<file path="config.mk">
export PLATFORM = sky130hd
export DESIGN_NAME = ieee_rom_loader
export DESIGN_NICKNAME = d
export VERILOG_FILES = /design/src/rtl/ieee_rom_loader.sv
export SDC_FILE = /design/constraint.sdc
export NUM_CORES = 1
export LEC_CHECK = 0
export CORE_ASPECT_RATIO = 0.8
export CORE_MARGIN = 2
export CORE_UTILIZATION = 51
export DETAILED_ROUTE_END_ITERATION = 8
export DONT_BUFFER_PORTS = 1
export GPL_ROUTABILITY_DRIVEN = 0
export HOLD_SLACK_MARGIN = 0.05
export PLACE_DENSITY = 0.78
export REMOVE_ABC_BUFFERS = 1
export SKIP_CTS_REPAIR_TIMING = 1
export SLEW_MARGIN = 20
export SYNTH_ARGS = -nofsm -noshare
export SYNTH_HDL_FRONTEND = slang
export SYNTH_SLANG_ARGS = --single-unit
</file>
<file path="constraint.sdc">
create_clock -name clk -period 1.9 [get_ports clk]
set_input_delay 0.38 -clock clk [delete_from_list [all_inputs] [get_ports clk]]
set_output_delay 0.38 -clock clk [all_outputs]
set_load 0.1 [all_outputs]
</file>
<file path="src/rtl/ieee_rom_loader.sv">
// Byte-serial ROM image loader for the shared drive ROM port: owns the port and holds
// the drives in reset while a download targets this ROM, then releases both after a settle delay.
module ieee_rom_loader #(
  parameter int          ADDRWIDTH     = 14,
  parameter logic [7:0]  ROM_INDEX     = 8'd2,
  parameter int          RELEASE_DELAY = 16
) (
  input  logic                 clk,
  input  logic                 reset,
  input  logic                 dl_active,
  input  logic [7:0]           dl_index,
  input  logic [23:0]          dl_addr,
  input  logic [7:0]           dl_data,
  input  logic                 dl_wr,
  output logic                 dl_wait,
  input  logic [ADDRWIDTH-1:0] mux_addr,
  output logic [ADDRWIDTH-1:0] rom_addr,
  output logic [7:0]           rom_data,
  output logic                 rom_wren,
  output logic                 drv_reset,
  output logic                 loaded,
  output logic [ADDRWIDTH:0]   byte_count,
  output logic [7:0]           checksum,
  output logic                 overflow
);

  typedef enum logic [2:0] {
    S_IDLE   = 3'd0,
    S_ARM    = 3'd1,
    S_LOAD   = 3'd2,
    S_WRITE  = 3'd3,
    S_SETTLE = 3'd4
  } state_t;

  localparam logic [ADDRWIDTH:0] FULL  = {1'b1, {ADDRWIDTH{1'b0}}};
  localparam logic [ADDRWIDTH:0] ONE   = {{ADDRWIDTH{1'b0}}, 1'b1};
  localparam logic [7:0]         DELAY = 8'(RELEASE_DELAY);

  state_t               state;
  state_t               state_next;
  logic [7:0]           cnt;
  logic [ADDRWIDTH-1:0] wr_addr;
  logic [7:0]           wr_data;
  logic                 aborted;
  logic                 sel;
  logic                 in_range;
  logic                 arm_entry;

  assign sel       = dl_active && (dl_index == ROM_INDEX);
  assign in_range  = (dl_addr[23:ADDRWIDTH] == '0);
  assign arm_entry = (state_next == S_ARM) && (state != S_ARM);

  // State register plus settle counter; reset parks in SETTLE so drives start held.
  always_ff @(posedge clk) begin
    if (reset) begin
      state <= S_SETTLE;
      cnt   <= DELAY;
    end else begin
      state <= state_next;
      if ((state_next == S_SETTLE) && (state != S_SETTLE)) cnt <= DELAY;
      else if ((state == S_SETTLE) && (cnt != 8'd0))       cnt <= cnt - 8'd1;
    end
  end

  // A strobe that lands together with sel falling still wins over the exit to SETTLE.
  always_comb begin
    state_next = state;
    unique case (state)
      S_IDLE:   if (sel) state_next = S_ARM;
      S_ARM:    state_next = S_LOAD;
      S_LOAD: begin
        if (dl_wr && in_range) state_next = S_WRITE;
        else if (!sel)         state_next = S_SETTLE;
      end
      S_WRITE:  state_next = S_LOAD;
      S_SETTLE: begin
        if (sel)               state_next = S_ARM;
        else if (cnt <= 8'd1)  state_next = S_IDLE;
      end
      default:  state_next = S_SETTLE;
    endcase
  end

  always_comb begin
    drv_reset = (state != S_IDLE);
    dl_wait   = ((state == S_ARM) || (state == S_WRITE)) && !reset;
    rom_wren  = (state == S_WRITE) && !reset;
    rom_addr  = (state == S_IDLE) ? mux_addr : wr_addr;
    rom_data  = wr_data;
  end

  // Load bookkeeping; every new arm starts a fresh image.
  always_ff @(posedge clk) begin
    if (reset) begin
      wr_addr    <= '0;
      wr_data    <= '0;
      byte_count <= '0;
      checksum   <= '0;
      overflow   <= 1'b0;
      loaded     <= 1'b0;
      aborted    <= 1'b1;
    end else if (arm_entry) begin
      byte_count <= '0;
      checksum   <= '0;
      overflow   <= 1'b0;
      loaded     <= 1'b0;
      aborted    <= 1'b0;
    end else begin
      if ((state == S_LOAD) && dl_wr && in_range) begin
        wr_addr <= dl_addr[ADDRWIDTH-1:0];
        wr_data <= dl_data;
      end
      if ((state == S_LOAD) && dl_wr && !in_range) overflow <= 1'b1;
      if (state == S_WRITE) begin
        if (byte_count != FULL) byte_count <= byte_count + ONE;
        checksum <= checksum + wr_data;
      end
      if ((state == S_SETTLE) && (state_next == S_IDLE) && !aborted && (byte_count == FULL))
        loaded <= 1'b1;
    end
  end

endmodule

</file>
==> qor.yml <==
max_freq_ghz: 0.4877
min_to: "wr_addr[10]$_SDFFE_PP0P_"
min_from: "reset"
design.die.area_um2: 6258
final_layout_size_suffix_gt1_share_pct: 31.20
rows: 24
synthArstFlopShare_pct: 0
grt_pass1_wl_um: 11290
syn_inst: 341
synth.avg_cell_area_um2: 8.432
synth_cell_types: 46
drv_cap: 0
n_antenna_cell: 0
cts_tree: "yes"
final-instance-count-excl-fill: 485
synth_area_um2: 2875
grt_overflow: 0
min_delay_path_depth: 1
die_width_um: 87.95
hold_violations: 0
hold_class: "in -> reg"
ys_ff_latch: 59
clock_path_buffers: 2
crit_required_ps: 1520
antenna_left: 0
wl_per_cell_um: 14.96
syn2layout_area_growth_pct: 34.60
drcViolationCount: 0
worstMarginPinSlew_ps: 681.7
ys_warn_count: 0
max_stage_delay_ps: 540
via_count: 2627
setup-tns-final_ps: -2143
finalMaxSlewViolations: 0
arrival_ps: 1670
antenna_found_initial: 0
grt_max_degree: 29
coreArea_um2: 5435
start_kind: "flop"
dpl.cell_count: 466
cts.sinks: 59
place_hpwl_um: 5087
synth_ff_type: "dfxtp_1"
cp_max_fo: 6
die_h_um: 71.16
skew_ps: 4.578
cts-root-buf: "clkbuf_8"
first_pass_iters: 4
period_needed_ps: 2051
outcome: "finished with violations"
insertion_delay_ps: 340
slowest_stage: "nor2_4"
viasPerCell: 5.416
violations: "setup timing"
clk_pin_slew_worst_paths_ps: 70
p_leak_nw: 1.564
r2r_slack_ps: -120
timing.slew.headroom_pct: 54.44
numCtsBuffers: 9
fin_ws_ps: -150.6
start_util_pct: 52.90
p_per_area_nw_per_um2: 1040
finalCritPeriodShare_pct: 107.9
peakVddDrop_uv: 654.4
r2r-start: "checksum[1]$_SDFFE_PP0N_"
finalSetupViolations: 17
portBuffers: 0
drt_iter0_markers: 150
synth_edf_count: 0
boundaryPins: 108
rsz0062_at_grt: "true"
end_kind: "primary output"
place_ws_ps: -433.3
wirelength_um: 7255
crit_chain: "nor3_1 -> or2_2 -> nor2_4"
yosysSeqAreaShare_pct: 41.08
reg2reg_to: "checksum[7]$_SDFFE_PP0N_"
grt_pass1_vias: 2564
final_nets: 472
final_util_pct: 71.20
cts_max_level: 3
grt_usage_pct: 23.04
crit_type: "reg -> out"
reg2reg_depth: 7
-- through the flow --
step / power, mW / hold WS [ps] / area [um2]
after floorplan: 2.252 / 423.3 / 2816
after CTS: 3.887 / 82.29 / 3676
after detailed placement: 2.474 / 434.7 / 3427
final: 4.023 / 98.39 / 3870
after global routing: 4.207 / 67.38 / 3870
after global placement: 2.452 / 430.3 / 3427
-- per-layer routing --
metal,vias to the layer above,GRT usage (%),wire [um]
li1,1294,-,-
met1,1235,25.85,2881
met2,84,39.14,3734
met4,0,7.692,121
met5,-,0,0
met3,14,9.918,518
-- layout by cell type (no fill, tap or decap), types with 3 or more instances in the layout --
cell	Yosys	layout
inv_1	11	11
dfxtp_1	59	51
nand4_1	6	6
nor4_1	6	6
ha_1	11	7
and3_1	4	4
ha_4	0	3
mux2_4	0	14
nor2b_1	3	3
nor3_2	1	3
buf_6	0	3
dfxtp_4	0	3
clkbuf_8	0	9
nand2_1	63	63
nor3_1	11	7
xor2_1	13	13
bufinv_16	0	3
nor2_1	35	34
dfxtp_2	0	5
nand3_1	7	7
buf_4	0	58
a21oi_1	32	31
clkinv_4	0	3
xnor2_1	10	10
-- critical path, delay by kind of cell, from the launching register on --
family	cells	cell delay [ps]
and+or+nand+nor	3	940
DFF	1	390
-- cells by family (layout without fill, tap and decap cells) --
logic type      after synthesis  in the layout  share of synthesized area [%]
compound gates               53             53                          11.40
xor+xnor                     23             23                          7.006
fa+ha+maj                    12             12                          5.483
buf+inv                      25             91                          3.481
flops                        59             59                          41.08
mux                          16             16                          6.179
simple gates                153            153                          25.37
-- power by group --
group          internal (mW)  switching (mW)  total [mW]
Clock                  0.881           0.518        1.40
Sequential              1.30          0.0820        1.39
Combinational          0.468           0.769        1.24
-- how the worst max path moves through the flow --
stage	slack, ps	endpoint	cells past startpoint	start
after floorplan	-1040	dl_wait	2	state[0]$_SDFF_PP0_
after global placement	-410	rom_wren	5	dl_index[1]
after detailed placement	-430	rom_wren	5	dl_index[1]
after CTS	-600	rom_wren	3	state[1]$_SDFF_PP0_
after global routing	-210	rom_wren	3	state[1]$_SDFF_PP0_
final	-150	rom_wren	3	state[1]$_SDFF_PP0_
-- cell usage after synthesis (3+ instances only) --
library cell	number	area, um2
a21oi_1	32	160.2
and3_1	4	25.02
buf_2	5	25.02
clkbuf_1	9	33.78
dfxtp_1	59	1181
ha_1	11	137.6
inv_1	11	41.29
mux2_2	14	157.7
nand2_1	63	236.5
nand3_1	7	35.03
nand4_1	6	37.54
nor2_1	35	131.4
nor2b_1	3	18.77
nor3_1	11	55.05
nor4_1	6	37.54
o21ai_0	3	15.01
xnor2_1	10	87.58
xor2_1	13	113.9
-- layout make-up --
type / instances / area (um2)
clock buffer: 9 / 123.9
tap: 78 / 97.59
multi-input combinational: 257 / 1749
sequential: 59 / 1199
clock inverter: 7 / 125.1
fill: 406 / 1565
inverter: 11 / 41.29
timing repair buffer: 64 / 534.3
-- state kept, by name, indices dropped and copies added (netlist names) --
name,count
loaded,1
checksum,8
aborted,1
rom_data,8
wr_addr,14
state,3
overflow,1
cnt,8
byte_count,15
Power figures use the tool's default switching activity.
